**src/rtl/gate_truth_sweeper.sv**
```systemverilog
// Truth-table engine: after a start, applies every input combination of an
// N_IN-input gate, one per clock, and collects the gate outputs into a bitmap.
module gate_truth_sweeper #(
    parameter int N_IN = 2,
    localparam int TT_W = 2 ** N_IN
) (
    input  logic            clk,
    input  logic            rst_n,
    input  logic            start,
    input  logic [2:0]      mode,
    output logic            busy,
    output logic [N_IN-1:0] a_vec,
    output logic            s,
    output logic [TT_W-1:0] table_out,
    output logic            done,
    output logic            err,
    output logic [1:0]      dbg_state_o
);

    // Handshake: start is a request taken on a rising edge only while busy is low;
    // while busy is high it is ignored (no back-pressure, nothing is queued).

    localparam logic [2:0] MODE_AND  = 3'd0;
    localparam logic [2:0] MODE_OR   = 3'd1;
    localparam logic [2:0] MODE_NAND = 3'd2;
    localparam logic [2:0] MODE_NOR  = 3'd3;
    localparam logic [2:0] MODE_XOR  = 3'd4;
    localparam logic [2:0] MODE_XNOR = 3'd5;

    localparam logic [N_IN-1:0] IDX_LAST = {N_IN{1'b1}};

    typedef enum logic [1:0] {
        S_IDLE  = 2'd0,
        S_SWEEP = 2'd1,
        S_DONE  = 2'd2
    } state_t;

    state_t          state_q, state_d;
    logic [N_IN-1:0] idx_q, idx_d;
    logic [2:0]      mode_q, mode_d;
    logic [TT_W-1:0] table_q, table_d;
    logic            err_q, err_d;
    logic            gate_now;
    logic            mode_legal;

    function automatic logic gate_eval(input logic [2:0] m, input logic [N_IN-1:0] v);
        case (m)
            MODE_AND:  return &v;
            MODE_OR:   return |v;
            MODE_NAND: return ~&v;
            MODE_NOR:  return ~|v;
            MODE_XOR:  return ^v;
            MODE_XNOR: return ~^v;
            default:   return 1'b0;
        endcase
    endfunction

    assign gate_now   = gate_eval(mode_q, idx_q);
    assign mode_legal = (mode <= MODE_XNOR);

    always_ff @(posedge clk or negedge rst_n) begin
        if (!rst_n) begin
            state_q <= S_IDLE;
            idx_q   <= '0;
            mode_q  <= MODE_NOR;
            table_q <= '0;
            err_q   <= 1'b0;
        end else begin
            state_q <= state_d;
            idx_q   <= idx_d;
            mode_q  <= mode_d;
            table_q <= table_d;
            err_q   <= err_d;
        end
    end

    always_comb begin
        state_d = state_q;
        idx_d   = idx_q;
        mode_d  = mode_q;
        table_d = table_q;
        err_d   = err_q;
        unique case (state_q)
            S_IDLE: begin
                if (start) begin
                    if (mode_legal) begin
                        mode_d  = mode;
                        idx_d   = '0;
                        table_d = '0;
                        err_d   = 1'b0;
                        state_d = S_SWEEP;
                    end else begin
                        err_d = 1'b1;
                    end
                end
            end
            S_SWEEP: begin
                table_d[idx_q] = gate_now;
                // The index stops at the last combination instead of wrapping.
                if (idx_q == IDX_LAST) begin
                    state_d = S_DONE;
                end else begin
                    idx_d = idx_q + N_IN'(1);
                end
            end
            S_DONE: begin
                idx_d   = '0;
                state_d = S_IDLE;
            end
            default: state_d = S_IDLE;
        endcase
    end

    // Gate output is forced low while reset is held so every output reads 0 in reset.
    assign s           = rst_n & gate_now;
    assign busy        = (state_q != S_IDLE);
    assign done        = (state_q == S_DONE);
    assign a_vec       = idx_q;
    assign table_out   = table_q;
    assign err         = err_q;
    assign dbg_state_o = state_q;

endmodule

```
**config.mk**
```make
export PLATFORM = sky130hd
export DESIGN_NAME = gate_truth_sweeper
export DESIGN_NICKNAME = d
export VERILOG_FILES = /design/src/rtl/gate_truth_sweeper.sv
export SDC_FILE = /design/constraint.sdc
export NUM_CORES = 1
export LEC_CHECK = 0
export ABC_AREA = 1
export CELL_PAD_IN_SITES_DETAIL_PLACEMENT = 1
export CELL_PAD_IN_SITES_GLOBAL_PLACEMENT = 1
export CORE_UTILIZATION = 33
export CTS_CLUSTER_DIAMETER = 200
export DETAILED_ROUTE_END_ITERATION = 8
export MAX_ROUTING_LAYER = met4
export PLACE_DENSITY = 0.85
export SYNTH_ARGS = -nofsm -noshare
export SYNTH_HDL_FRONTEND = slang
export SYNTH_SLANG_ARGS = --single-unit
```
**constraint.sdc**
```tcl
create_clock -name clk -period 2 [get_ports clk]
set_input_delay 0.4 -clock clk [delete_from_list [all_inputs] [get_ports clk]]
set_output_delay 0.4 -clock clk [all_outputs]
set_load 0.005 [all_outputs]
```
==> results.json, run 1 <==
{
  "core_area_mm2": 0.00194,
  "antenna_found_initial": 0,
  "drc": 0,
  "cts_buffers": 3,
  "io_pins": 18,
  "relSlewSlack": 0.793,
  "internal_power_uw": 1040,
  "hpwl_mm": 1.53,
  "mostFrequentLayoutCells": "nand2_1 (20), inv_1 (19), clkdlybuf4s50_1 (16)",
  "gp_congestion": 0.787,
  "stdcell_count": 148,
  "grt_overflow_total": 0,
  "p_leak_uw": 0.000539,
  "setup_tns_ns": 0,
  "crit_path_end_kind": "primary output",
  "die_y_um": 47.4,
  "r2r-end": "table_out[1]",
  "finalPower_uw": 1790,
  "clock-skew-final_ns": 0.000891,
  "crit_required_ns": 1.60,
  "grt_pass1_vias": 688,
  "clock_path_buffers": 2,
  "synth_nets": 98,
  "syn_area_um2": 679,
  "clkTransAtPathRegs_ns": 0.07,
  "crit_type": "flip-flop to primary output",
  "cts_hold_buf": 0,
  "avgSynthCellArea_um2": 7.72,
  "htreeDepth": 1,
  "post_drt_via_cell_ratio": 4.84,
  "rsz0062_at_grt": "no",
  "finalHoldViolCount": 0,
  "power_frac_seq": 0.253,
  "grt_usage": 0.229,
  "clk_latency_ns": 0.28,
  "use_met2": 0.378,
  "drtPass1Iterations": 4,
  "synth_seq_cells": 12,
  "r2r_start": "a_vec[0]",
  "wl_per_cell_um": 15.5,
  "postSynthCellCount": 88,
  "critical_path.startpoint": "dbg_state_o[1]",
  "post-route-min-period_ns": 1.92,
  "yosys.cell_types.count": 17,
  "area_growth_pct": 53.8,
  "drt_first_iter_violations": 17,
  "drive_above_1_share": 0.264,
  "switchingPower_uw": 748,
  "p_comb_frac": 0.637,
  "irDropWorstVdd_uv": 857,
  "clock.fmax_mhz": 522,
  "powerDensity_mw_per_mm2": 1710,
  "tightestPinTransition_ns": 0.310,
  "top_usage_layer": "met2",
  "yosysWarnings": 0,
  "path_max_fanout": 5,
  "hold_path.class": "primary input to async pin",
  "initial_core_util": 0.350,
  "final_common_cell": "nand2_1",
  "totalWireLength_mm": 2.29,
  "cp-start-kind": "flip-flop",
  "clockPowerShare": 0.110,
  "vias": 716,
  "root_buffer": "clkbuf_4",
  "diodes": 0,
  "r2r_slack_ns": 0.48,
  "dieArea_mm2": 0.00224,
  "ant_nets": 0,
  "fin_nets": 132,
  "port-buffer-count": 17,
  "cp-endpoint": "done",
  "setup_violations": 0,
  "finalCritPeriodShare": 0.958,
  "grtUsageMet1": 0.267,
  "yosysSeqAreaShare": 0.446,
  "die_w_um": 47.4,
  "rr_worst_depth": 11,
  "grt_util_met3": 0.0692,
  "placedCellCount": 141,
  "status": "finished clean",
  "cts_tree": "built",
  "p_sw_frac": 0.417,
  "postLayoutCoreUtil": 0.538,
  "cts.sinks": 12,
  "arrival_ns": 1.52,
  "grt_max_degree": 13,
  "cap_viol_max_count": 0,
  "grt_pass1_wl_mm": 3.24,
  "rows": 16,
  "drv_slew": 0,
  "hold_slack_ns": 0.457
}
area by class of cell:
class | instances | area (µm²)
multi-input cells | 53 | 323
inverters | 22 | 82.6
well taps | 27 | 33.8
clock buffers | 4 | 36.3
repair buffers | 30 | 267
fillers | 243 | 897
flip-flops and latches | 12 | 303
layer usage:
| layer | wire [µm] | vias up |
|---|---|---|
| met3 | 83 | 2 |
| met5 | 0 | - |
| met2 | 1300 | 17 |
| met4 | 14 | 0 |
| li1 | - | 334 |
| met1 | 890 | 363 |
power groups by stage:
stage / registers (µW) / clock network, µW / logic (µW)
2_1_floorplan: 450 / 0 / 457
3_3_place_gp: 443 / 0 / 896
3_5_place_dp: 447 / 0 / 955
4_1_cts: 449 / 203 / 999
5_1_grt: 468 / 213 / 1240
6_report: 454 / 197 / 1140
Yosys cell counts (all sizes together):
master	number	share of area
inv	22	0.12
nand4	1	0.0092
nor2	5	0.046
nand3	10	0.074
o21a	1	0.011
dfrtp	10	0.37
a21oi	4	0.029
o21ai	4	0.029
dfstp	2	0.077
buf	1	0.017
a21boi	1	0.011
ha	4	0.074
o211ai	1	0.011
nand2	22	0.12
worst max-delay path: stages (launching register included):
cell and delay (ns):
dfrtp_1 0.44, inv_1 0.14, nor2_1 0.14, clkdlybuf4s50_1 0.52
state kept, by name (all words and copies together), names as in the netlist:
name         cells
table_out        4
err              1
a_vec            2
dbg_state_o      2
mode_q           3
kinds of logic after synthesis:
| group | share of synthesized area |
|---|---|
| simple gates | 0.250 |
| buf+inv | 0.138 |
| flops | 0.446 |
| fa+ha+maj | 0.0737 |
| compound gates | 0.0921 |
worst min path at each step:
stage | endpoint | slack (ns)
floorplan | a_vec[0] | 0.10
CTS | a_vec[1] | 0.46
detailed placement | err | 0.51
global placement | err | 0.48
finish | table_out[1] | 0.46
global route | dbg_state_o[1] | 0.50
through the flow:
| step | area, µm² | worst slack (ns) |
|---|---|---|
| floorplan | 679 | 0.321 |
| global placement | 947 | -0.0369 |
| detailed placement | 947 | -0.0997 |
| CTS | 998 | 0.0485 |
| global route | 1040 | 0.00839 |
| finish | 1040 | 0.0845 |
timing repair:
item / 4_1_cts / 5_1_grt
gates resized for setup: 6 / 8
cloned: 0 / 0
setup endpoints to repair: 1 / 1
pin swaps: 2 / 4
buffers inserted: 1 / 2
Power figures use the tool's default switching activity.
==> run 2: changes to the inputs <==
--- a/config.mk
+++ b/config.mk
@@ -11,7 +11,6 @@
 export CORE_UTILIZATION = 33
 export CTS_CLUSTER_DIAMETER = 200
 export DETAILED_ROUTE_END_ITERATION = 8
-export MAX_ROUTING_LAYER = met4
 export PLACE_DENSITY = 0.85
 export SYNTH_ARGS = -nofsm -noshare
 export SYNTH_HDL_FRONTEND = slang
==> run 2 against run 1 <==
  * Via count increased by 0.56%
  * Maximum frequency decreased by 0.25%
  * Count of clock-buffer cells in the layout unchanged
  * Non-clock buffer count unchanged
  * Combinational power about the same
  * Routed wire length increased by 0.44%
  * First-iteration DRC count unchanged
  * Core utilization unchanged
  * Hold slack about the same
  * Cell area unchanged
  * Sequential cell count unchanged
  * Critical endpoint unchanged
==> results.json, run 2 (synthesized netlist as in run 1, its figures left out) <==
{
  "status": "finished clean",
  "arrival_ns": 1.52,
  "grt_max_degree": 13,
  "hpwl_mm": 1.53,
  "drt_first_iter_violations": 17,
  "grt_pass1_vias": 688,
  "diodes": 0,
  "finalHoldViolCount": 0,
  "wl_per_cell_um": 15.5,
  "clkTransAtPathRegs_ns": 0.07,
  "mostFrequentLayoutCells": "nand2_1 (20), inv_1 (19), clkdlybuf4s50_1 (16)",
  "relSlewSlack": 0.795,
  "dieArea_mm2": 0.00224,
  "totalWireLength_mm": 2.30,
  "die_w_um": 47.4,
  "crit_type": "flip-flop to primary output",
  "path_max_fanout": 5,
  "p_leak_uw": 0.000539,
  "cts_buffers": 3,
  "powerDensity_mw_per_mm2": 1710,
  "grt_overflow_total": 0,
  "root_buffer": "clkbuf_4",
  "drc": 0,
  "cp-start-kind": "flip-flop",
  "tightestPinTransition_ns": 0.306,
  "pre_cts_slack_ns": -0.0997,
  "post-route-min-period_ns": 1.92,
  "post_drt_via_cell_ratio": 4.86,
  "area_growth_pct": 53.8,
  "irDropWorstVdd_uv": 854,
  "crit_buf_inv": 2,
  "cts.sinks": 12,
  "drv_slew": 0,
  "setup_tns_ns": 0,
  "finalCritPeriodShare": 0.960,
  "hold_path.class": "primary input to async pin",
  "drive_above_1_share": 0.264,
  "clock_path_buffers": 2,
  "cap_viol_max_count": 0,
  "drtPass1Iterations": 4,
  "fin_nets": 132,
  "ant_nets": 0,
  "gp_congestion": 0.776,
  "fin_ws_ns": 0.0797,
  "io_pins": 18,
  "hold_slack_ns": 0.457,
  "crit_required_ns": 1.60,
  "core_area_mm2": 0.00194,
  "setup_violations": 0,
  "dpl_cell_area_um2": 947,
  "htreeDepth": 1,
  "rsz0062_at_grt": "no",
  "cts_tree": "built",
  "grt_usage": 0.222,
  "worstPathCellList": "inv_1 -> nor2_1 -> clkdlybuf4s50_1",
  "max_stage_delay_ns": 0.52,
  "port-buffer-count": 17,
  "vias": 720,
  "fillCellCount": 243,
  "clock.fmax_mhz": 521,
  "grt_pass1_wl_mm": 3.24,
  "clk_latency_ns": 0.28,
  "clock-skew-final_ns": 0.000926,
  "antenna_found_initial": 0,
  "initial_core_util": 0.350,
  "largest_reg_flops": 4,
  "final_area_mm2": 0.00104,
  "crit_path_end_kind": "primary output",
  "critPathSlowestCell": "clkdlybuf4s50_1",
  "die_y_um": 47.4,
  "final_common_cell": "nand2_1",
  "cp_top_family": "buffers and inverters",
  "rows": 16
}
==> run 2: cell counts in the layout (fill, tap and decap cells not counted) <==
No cell type changed its count.
==> run 2: worst register-to-register path, delay by kind of cell (launching register included) <==
kind                       cells  cell delay [ns]
and+or+nand+nor                5             0.35
buffers and inverters          5             0.37
adders and majority gates      1             0.29
DFF                            1             0.41
==> run 2: area by class of cell <==
cell class	count	area (µm²)	area share
Clock buffer	4	36.3	0.0347
Multi-Input combinational cell	53	323	0.309
Inverter	22	82.6	0.0790
Sequential cell	12	303	0.290
Tap cell	27	33.8	0.0323
Timing Repair Buffer	30	267	0.255
==> run 2: what timing repair did <==
item / in CTS / in global routing
pin swaps: 2 / 4
endpoints found under the setup margin: 1 / 1
setup buffers: 1 / 2
hold buffers: 0 / 0
gates resized for setup: 6 / 8
==> run 2: metrics by stage <==
stage	std cells	power, µW	utilization
6_report	148	1790	0.538
5_1_grt	148	1920	0.538
4_1_cts	146	1650	0.514
3_5_place_dp	141	1400	0.488
3_3_place_gp	141	1340	0.488
2_1_floorplan	88	907	-
==> run 2: per-layer routing <==
| layer | share of wire | wire length (µm) | track usage |
|---|---|---|---|
| met1 | 0.39 | 891 | 0.267 |
| met4 | 0.015 | 34 | 0.0686 |
| met2 | 0.56 | 1290 | 0.378 |
| met5 | 0 | 0 | 0 |
| met3 | 0.037 | 86 | 0.0692 |
==> run 2: report_power, final <==
group | total (µW) | switching [µW] | internal, µW
registers | 454 | 84.9 | 369
clock network | 197 | 85.7 | 111
logic | 1140 | 575 | 564
total | 1790 | 745 | 1040
==> run 2: path summary, 6_finish.rpt <==
path	to	startpoint	slack (ns)	cells after the start
worst max-delay path	done	dbg_state_o[1]	0.08	3
worst min-delay path	table_out[1]	rst_n	0.46	2
worst max register to register	table_out[1]	a_vec[0]	0.47	11
worst min register to register	err	err	0.51	2
max in group asynchronous	mode_q[1]	rst_n	1.31	2
min in group clk	err	err	0.51	2
==> run 3: changes to the inputs <==
--- a/config.mk
+++ b/config.mk
@@ -10,6 +10,7 @@
 export CELL_PAD_IN_SITES_GLOBAL_PLACEMENT = 1
 export CORE_UTILIZATION = 33
 export CTS_CLUSTER_DIAMETER = 200
+export CTS_CLUSTER_SIZE = 30
 export DETAILED_ROUTE_END_ITERATION = 8
 export PLACE_DENSITY = 0.85
 export SYNTH_ARGS = -nofsm -noshare
==> results of run 3 <==
Final layout, timing and power as in run 2 (identical DEF).
